$ cat src/rtl/output_writeback.sv
// Output write-back stage: buffers per-layer results (activation or pooling
// path) in a small FIFO and streams them to the output memory at
// consecutive addresses, with ready/valid style backpressure from memory.
module output_writeback #(
  parameter int DATA_WIDTH = 16,
  parameter int ADDR_WIDTH = 12,
  parameter int FIFO_DEPTH = 8
) (
  input  logic                  clk,
  input  logic                  rst_n,
  input  logic                  start,
  input  logic                  layer_signal,
  input  logic [ADDR_WIDTH-1:0] layer_len,
  input  logic [ADDR_WIDTH-1:0] base_addr_fc,
  input  logic [ADDR_WIDTH-1:0] base_addr_pool,
  input  logic                  write_signal,
  input  logic [DATA_WIDTH-1:0] act_data,
  input  logic [DATA_WIDTH-1:0] pool_data,
  input  logic                  mem_ready,
  output logic                  mem_we,
  output logic [ADDR_WIDTH-1:0] mem_addr,
  output logic [DATA_WIDTH-1:0] mem_wdata,
  output logic                  fifo_full,
  output logic                  busy,
  output logic                  layer_done,
  output logic                  overflow
);

  // Pointer width; FIFO_DEPTH is a power of two so pointers wrap naturally.
  localparam int PTR_W = (FIFO_DEPTH > 1) ? $clog2(FIFO_DEPTH) : 1;
  // Occupancy needs one extra bit to represent "completely full".
  localparam int CNT_W = PTR_W + 1;

  typedef enum logic [1:0] {
    S_IDLE,
    S_RUN,
    S_DRAIN,
    S_DONE
  } state_t;

  state_t                 state;
  state_t                 state_nx;

  // Per-layer context captured when a start is accepted.
  logic                   sel;
  logic [ADDR_WIDTH-1:0]  len;
  logic [ADDR_WIDTH-1:0]  addr;
  logic [ADDR_WIDTH-1:0]  push_cnt;

  // Result buffer.
  logic [DATA_WIDTH-1:0]  fifo_mem [FIFO_DEPTH];
  logic [PTR_W-1:0]       wr_ptr;
  logic [PTR_W-1:0]       rd_ptr;
  logic [CNT_W-1:0]       count;

  logic                   fifo_empty;
  logic                   full_int;
  logic                   accept_start;
  logic                   push_req;
  logic                   push_ok;
  logic                   drop;
  logic                   pop;
  logic                   last_push;
  logic [DATA_WIDTH-1:0]  push_data;

  assign fifo_empty   = (count == '0);
  assign full_int     = (count == CNT_W'(FIFO_DEPTH));

  // A start is only honoured from IDLE; anywhere else it is ignored.
  assign accept_start = (state == S_IDLE) && start;

  // Every write_signal in RUN counts toward the layer length, accepted or not.
  // A full buffer rejects the push even if a pop frees a slot this cycle,
  // which keeps the full flag purely register-based.
  assign push_req     = (state == S_RUN) && write_signal;
  assign push_ok      = push_req && !full_int;
  assign drop         = push_req && full_int;
  assign push_data    = sel ? pool_data : act_data;
  assign last_push    = push_req && ((push_cnt + 1'b1) == len);

  // Memory-side handshake; all outputs derive from registers only.
  assign mem_we       = ((state == S_RUN) || (state == S_DRAIN)) && !fifo_empty;
  assign pop          = mem_we && mem_ready;
  assign mem_addr     = addr;
  // An empty buffer presents zero, so stale storage never reaches the bus
  // (in particular during and right after reset).
  assign mem_wdata    = fifo_empty ? '0 : fifo_mem[rd_ptr];

  assign fifo_full    = full_int;
  assign busy         = (state != S_IDLE);

  // State register.
  // NOTE: sequential blocks use non-blocking assignments so every register
  // samples pre-edge values, independent of block ordering in simulation.
  always_ff @(posedge clk or negedge rst_n) begin
    if (!rst_n) begin
      state <= S_IDLE;
    end else begin
      state <= state_nx;
    end
  end

  // Next-state decode for the layer sequence IDLE -> RUN -> DRAIN -> DONE.
  // NOTE: state_nx is defaulted before the case so no path leaves it
  // unassigned, which would otherwise infer a latch.
  always_comb begin
    state_nx = state;
    unique case (state)
      S_IDLE: begin
        if (start) begin
          state_nx = (layer_len == '0) ? S_DONE : S_RUN;
        end
      end
      S_RUN: begin
        if (last_push) begin
          state_nx = S_DRAIN;
        end
      end
      S_DRAIN: begin
        if (fifo_empty) begin
          state_nx = S_DONE;
        end
      end
      S_DONE: begin
        state_nx = S_IDLE;
      end
      default: begin
        state_nx = S_IDLE;
      end
    endcase
  end

  // Layer context, address generator, push counter and status flags.
  always_ff @(posedge clk or negedge rst_n) begin
    if (!rst_n) begin
      sel        <= 1'b0;
      len        <= '0;
      addr       <= '0;
      push_cnt   <= '0;
      overflow   <= 1'b0;
      layer_done <= 1'b0;
    end else begin
      // Registered pulse: asserted the cycle after the DONE state.
      layer_done <= (state == S_DONE);
      if (accept_start) begin
        sel      <= layer_signal;
        len      <= layer_len;
        addr     <= layer_signal ? base_addr_pool : base_addr_fc;
        push_cnt <= '0;
        overflow <= 1'b0;
      end else begin
        if (push_req) begin
          push_cnt <= push_cnt + 1'b1;
        end
        if (drop) begin
          overflow <= 1'b1;
        end
        // Address advances only on a completed transfer and wraps modulo
        // the address space.
        if (pop) begin
          addr <= addr + 1'b1;
        end
      end
    end
  end

  // FIFO pointers and occupancy.
  always_ff @(posedge clk or negedge rst_n) begin
    if (!rst_n) begin
      wr_ptr <= '0;
      rd_ptr <= '0;
      count  <= '0;
    end else begin
      if (push_ok) begin
        wr_ptr <= wr_ptr + 1'b1;
      end
      if (pop) begin
        rd_ptr <= rd_ptr + 1'b1;
      end
      unique case ({push_ok, pop})
        2'b10:   count <= count + 1'b1;
        2'b01:   count <= count - 1'b1;
        default: count <= count;
      endcase
    end
  end

  // FIFO storage write port.
  // NOTE: the storage array has no reset; emptiness is tracked by the
  // pointers/count, and the read side is gated to zero while empty.
  always_ff @(posedge clk) begin
    if (push_ok) begin
      fifo_mem[wr_ptr] <= push_data;
    end
  end

endmodule

$ cat config.mk
export PLATFORM = sky130hd
export DESIGN_NAME = output_writeback
export DESIGN_NICKNAME = d
export VERILOG_FILES = /design/src/rtl/output_writeback.sv
export SDC_FILE = /design/constraint.sdc
export NUM_CORES = 1
export LEC_CHECK = 0
export ABC_AREA = 1
export ABC_CLOCK_PERIOD_IN_PS = 5800
export BUFFER_PORTS_ARGS = -buffer_cell sky130_fd_sc_hd__buf_2
export CAP_MARGIN = 5
export CORE_ASPECT_RATIO = 0.75
export CORE_MARGIN = 8
export CORE_UTILIZATION = 49
export CTS_CLUSTER_DIAMETER = 30
export DETAILED_ROUTE_END_ITERATION = 10
export GPL_ROUTABILITY_DRIVEN = 0
export PLACE_DENSITY_LB_ADDON = 0.1
export SETUP_SLACK_MARGIN = 0.02
export SLEW_MARGIN = 40
export SYNTH_ARGS = -nofsm -noshare
export SYNTH_HDL_FRONTEND = slang
export SYNTH_SLANG_ARGS = --single-unit
export TNS_END_PERCENT = 5
$ cat constraint.sdc
create_clock -name clk -period 5.8 [get_ports clk]
set_input_delay 1.16 -clock clk [delete_from_list [all_inputs] [get_ports clk]]
set_output_delay 1.16 -clock clk [all_outputs]
set_load 0.05 [all_outputs]
After elaboration in Yosys (flattened, before gate mapping)
Memories as Yosys holds them, arrays and structs flattened.
Cells that the tools add are included.
{"block": "op_classes", "addsub": 6, "n_eq_ne": 10, "n_mux": 17, "reduce_logical": 19}
{"op": "2-to-1 mux 12 bit", "n": 5}
{"op": "2-to-1 mux 16 bit", "n": 2}
{"op": "adder 12 x 1 -> 12 bit, second input constant", "n": 2}
{"op": "equality test 12 bit", "n": 1}
{"op": "logical NOT 12 bit", "n": 1}
{"op": "nonzero test 2 bit", "n": 5}
{"op": "2-to-1 mux 2 bit", "n": 4}
{"op": "case mux 2 bit (4 select lines)", "n": 1}
{"op": "case mux 4 bit (2 select lines)", "n": 1}
{"op": "logical AND 1 bit", "n": 7}
{"op": "adder 3 x 1 -> 3 bit, second input constant", "n": 2}
{"op": "equality test 2 bit, second input constant", "n": 3}
{"op": "inequality test 2 bit, second input constant", "n": 3}
{"op": "adder 4 x 1 -> 4 bit, second input constant", "n": 1}
{"op": "equality test 2 x 1 -> 1 bit, second input constant", "n": 2}
{"op": "equality test 4 bit, second input constant", "n": 1}
{"op": "logical NOT 4 bit", "n": 1}
{"op": "2-to-1 mux 1 bit", "n": 4}
{"op": "subtractor 4 x 1 -> 4 bit, second input constant", "n": 1}
{"op": "AND reduction 3 bit", "n": 1}
{"op": "logical NOT 1 bit", "n": 2}
{"op": "logical NOT 2 bit", "n": 1}
{"op": "logical OR 1 bit", "n": 1}
{"block": "totals", "ff_bits": 51, "mem_bits_rw": 128, "in_bits": 74, "output_inout_bits": 33, "word_cells": 63, "memories": 1}
{"name": "fifo_mem", "depth": 8, "word_bits": 16, "read_ports": 1, "rd_ports_with_merged_regs": 0, "write_ports": 1, "line_no": "51", "text": "logic [DATA_WIDTH-1:0] fifo_mem [FIFO_DEPTH];"}

Longest topological paths before layout
{"block": "logic_depth", "ltp_word": 6, "ltp_mapped": 16, "ltp_nobuf": 16}

Worst setup path before layout
OpenSTA, ideal clock, no wires.
{"block": "synth_path", "path_kind": "reg-to-reg", "startpoint": "register state[0]", "endpoint": "register count[3]", "setup_ns": 0.122, "t_arrival_ns": 3.167, "required_ns": 5.678, "setup_slack_ns": 2.511, "path_stages_with_launch": 16, "path_buffers": 0, "synth_period_minus_slack_ns": 3.289, "cell_sequence": "dfrtp_1 -> inv_1 -> ha_1 -> inv_1 -> a31oi_1 -> nand2_2 -> clkinv_1 -> ha_1 -> ha_1 -> nand2_1 -> nor2_1 -> a211oi_1 -> nor2_1 -> nor2_1 -> nand2_1 -> xor2_1"}
{"block": "synth_between", "elab_chain_cells": 6, "elab_cells_between_ends": 11, "classes_between": "4 x eq/ne; 1 x mux; 6 x reduce/logical"}
{"element": "from (decl)", "line_no": "41", "text": "state_t state;"}
{"element": "from (signal assigned)", "line_no": "99", "text": "state <= state_nx;"}
{"element": "equality test 2 x 1 -> 1 bit or equality test 2 bit (tied branches)", "line_no": "82", "text": "assign mem_we = ((state == S_RUN) || (state == S_DRAIN)) && !fifo_empty;"}
{"element": "logical OR 1 bit *", "line_no": "82"}
{"element": "logical AND 1 bit *", "line_no": "82"}
{"element": "named net mem_we", "line_no": "20", "text": "output logic mem_we,"}
{"element": "logical AND 1 bit *", "line_no": "83", "text": "assign pop = mem_we && mem_ready;"}
{"element": "named net pop", "line_no": "62", "text": "logic pop;"}
{"element": "equality test 2 x 1 -> 1 bit or equality test 2 bit (tied branches)", "line_no": "180", "text": "unique case ({push_ok, pop})"}
{"element": "case mux 4 bit (2 select lines) or nonzero test 2 bit (tied branches)"}
{"element": "to (signal assigned)", "line_no": "181", "text": "2'b10: count <= count + 1'b1;"}
{"element": "to (signal assigned)", "line_no": "182", "text": "2'b01: count <= count - 1'b1;"}
{"element": "to (signal assigned)", "line_no": "183", "text": "default: count <= count;"}
{"element": "to (decl)", "line_no": "54", "text": "logic [CNT_W-1:0] count;"}
Mark *: on every way through the listed nets, which the timed path passes. The rest lies on a longest branch.
A chain may end at the register's enable or synchronous reset.

Worst setup path after layout
{"block": "layout_path", "startpoint": "register rd_ptr[1]", "endpoint": "output port mem_wdata[12]"}
{"block": "layout_between", "elab_chain_cells": 2}
{"element": "from (decl)", "line_no": "53", "text": "logic [PTR_W-1:0] rd_ptr;"}
{"element": "from (signal assigned)", "line_no": "178", "text": "rd_ptr <= rd_ptr + 1'b1;"}
{"element": "memory (8 x 16 bit)"}
{"element": "2-to-1 mux 16 bit", "line_no": "87", "text": "assign mem_wdata = fifo_empty ? '0 : fifo_mem[rd_ptr];"}
{"element": "to (decl)", "line_no": "22", "text": "output logic [DATA_WIDTH-1:0] mem_wdata,"}
No other way between the ends.

==> metrics.txt <==
headroom to the max-slew limit=53.7%; Final Hold Slack=506 ps; Worst EP arrival=2530 ps; Post-Route Setup TNS=0 ps; WHS Path Cells=2; number of synthesis warnings=0; clk slew on worst S/H paths=60 ps; Least-Margin Pin Slew=694 ps; worst skew pair latency=430 ps; H-tree level count=4; largest net degree at the start of global routing=66; share of layout cells above drive strength 1=21.4%; I/O pin count=107; CTS Hold Bufs=0; Final nets=998; Worst Setup End Kind=output pin; RR Startpoint=state[1]; global route overflow=0; Clk pwr share=22.0%; initial core utilization=49.6%; Crit Reg-Reg Endpoint=count[3]; Logic pwr share=43.7%; ANT cells=0; 1st-pass router iterations=5; synthesized cell area=0.00830 sq mm; clk buf depth=2; Max Fclk=271 MHz; Most used DFF post-synth=edfxtp_1; outcome=completed; Hold WC Path Type=reg2reg; Routed Antenna Nets=0; Switching Share=44.2%; Worst Hold Path EP=len[4]; DPL Wire Length=13300 um; I/O Buffers=106; height of the die=129 um; cell row count=41; final hold vios=0; RSZ-0062 raised after global routing=no; fraction of registers with async set/reset=28.5%; flip-flop and latch count after synthesis=179; final setup fails=0; Syn Nets=895; CTS Buf Count=17; Syn Inst Count=807; Setup WS post-layout=2110 ps; WL/cell=17.9 um; Max Slew Vio Count=0; Worst Path Max Fanout=34; part of the power in registers=34.3%; Die W=166 um; Netlist cell types=40; sw power=2340 uW; HP Start=len[4]; DR vias/cell=5.53; MaxCap Viol Count=0; post-synthesis sequential area ratio=61.7%; LEAKAGE=0.00380 uW; drt total wl=20400 um; Critical Path Source=rd_ptr[1]; first-pass GRT wire length=33300 um; DRC viols=0; Pint=2950 uW; WS Path Type=reg2out; Die ar.=0.0214 sq mm; GRT Util Overall=19.7%; clk_skew=10.3 ps; post-CTS setup buffers=0; Post-synth EDFFs=128; r2r setup slk=2770 ps; post-layout util=57.7%; Post-Syn Area per Cell=10.3 sq um; Clock Sinks=179; final period utilization=63.6%; maximum vdd ir drop=0.362 mV; # resized after CTS=0; Worst Reg-to-Reg Cells=15; Period minus WS final=3690 ps; Initial DRC Count=593; Vias=6277; clock root buffer=clkbuf_16; initial antenna violation count=0; WP data required=4640 ps; vias in the first global route=6382; CORE AREA=0.0167 sq mm; Power Dens Cells=549 mW/mm^2; Area Growth Syn to Fin=16.3%; CTS tree=done; Setup WS pre-CTS=2470 ps; Worst Setup Start Kind=register
## synth_stat cells, drive strengths merged (4+ instances only)
library cell / n / share of area [%]
mux2: 17 / 2.3
nand3b: 4 / 0.36
buf: 6 / 0.39
nor2: 153 / 7.2
ha: 13 / 2.0
clkbuf: 30 / 1.4
inv: 47 / 2.1
dfrtp: 51 / 15
nand4: 5 / 0.38
nand2: 114 / 5.4
o21ai: 109 / 6.6
o22ai: 26 / 2.0
nand3: 42 / 2.9
a221oi: 4 / 0.42
a21oi: 8 / 0.48
a31oi: 20 / 1.5
nor3: 7 / 0.48
edfxtp: 128 / 46
xor2: 6 / 0.63
nor4: 4 / 0.30
## registers in the layout, summed over array words and instances, names as in the netlist
register,count
sel,1
mem_addr,12
state,2
wr_ptr,3
layer_done,1
len,12
overflow,1
count,4
push_cnt,12
fifo_mem,128
rd_ptr,3
## stage by stage
step           instance area (sq um)  power (uW)  std cells
2_1_floorplan                   8300        3550        807
3_3_place_gp                    9060        4090       1106
3_5_place_dp                    9060        4160       1106
4_1_cts                         9650        5330       1136
5_1_grt                         9650        5650       1136
6_report                        9650        5290       1136
## logic make-up (layout without fill, tap and decap cells)
group                    count (synthesis)  in the layout  share of synthesized area, %
AO/OA/AOI/OAI                          172            172                          11.5
XOR/XNOR                                 8              8                          1.01
adder cells (fa/ha/maj)                 14             14                          2.20
buffers and inverters                   85            199                          3.97
flip-flops                             179            179                          61.7
multiplexers                            17             17                          2.31
AND/OR/NAND/NOR                        332            332                          17.3
## worst max-delay path by stage
stage / to / slack (ps) / cells past startpoint
2_1_floorplan: count[3] / 2510 / 15
3_3_place_gp: mem_wdata[12] / 2250 / 7
3_5_place_dp: count[3] / 2470 / 12
4_1_cts: mem_wdata[12] / 2080 / 7
5_1_grt: mem_wdata[12] / 1800 / 7
6_report: mem_wdata[12] / 2110 / 7
## layout make-up
class | count | area [sq um]
repair buffers | 120 | 636
clock buffers | 18 | 429
multi-input cells | 543 | 2850
fillers | 1452 | 7070
flip-flops and latches | 179 | 5120
inverters | 49 | 184
clock inverters | 12 | 159
well taps | 215 | 269
## cells in the final DEF, fill, tap and decap left out, types with 2 or more instances in the layout
master and count:
nand3_2 5, nand4_1 5, nand3_1 36, clkbuf_16 17
nor2_4 3, o21ai_0 104, a211oi_1 2, o22ai_1 26
nand3b_1 4, clkinvlp_4 2, a221oi_1 4, dfrtp_1 49
inv_2 6, buf_2 106, bufinv_16 3, clkinv_4 4
dfrtp_2 2, inv_1 41, ha_1 13, a31oi_1 20
nand2_1 106, clkinv_2 2, nand2_2 8, edfxtp_1 128
clkinv_1 2, nor2_1 149, o21ai_1 4, nor4_1 4
or2_2 2, a21oi_1 8, buf_4 14, nor3_1 6
mux2_2 17, xor2_1 6
## layer usage
layer	wire [um]	global-route usage [%]	part of all wire, %	up-vias
li1	-	-	-	3043
met1	9660	27.2	47	2991
met2	9150	30.6	45	215
met3	1290	4.80	6.3	28
met4	285	5.76	1.4	0
met5	0	0	0	-
## power groups by stage
stage | sequential (uW) | combinational [uW] | clock, uW
2_1_floorplan | 1930 | 1620 | 0
3_3_place_gp | 1830 | 2260 | 0
3_5_place_dp | 1840 | 2320 | 0
4_1_cts | 1820 | 2330 | 1190
5_1_grt | 1840 | 2560 | 1240
6_report | 1820 | 2320 | 1160
## worst max-delay path: stages (launching register included)
cell     delay [ps]
dfrtp_1         360
buf_4           250
inv_2           470
o21ai_0         180
o22ai_1         140
o21ai_1          80
a31oi_1         290
buf_2           330
Power figures use the tool's default switching activity.
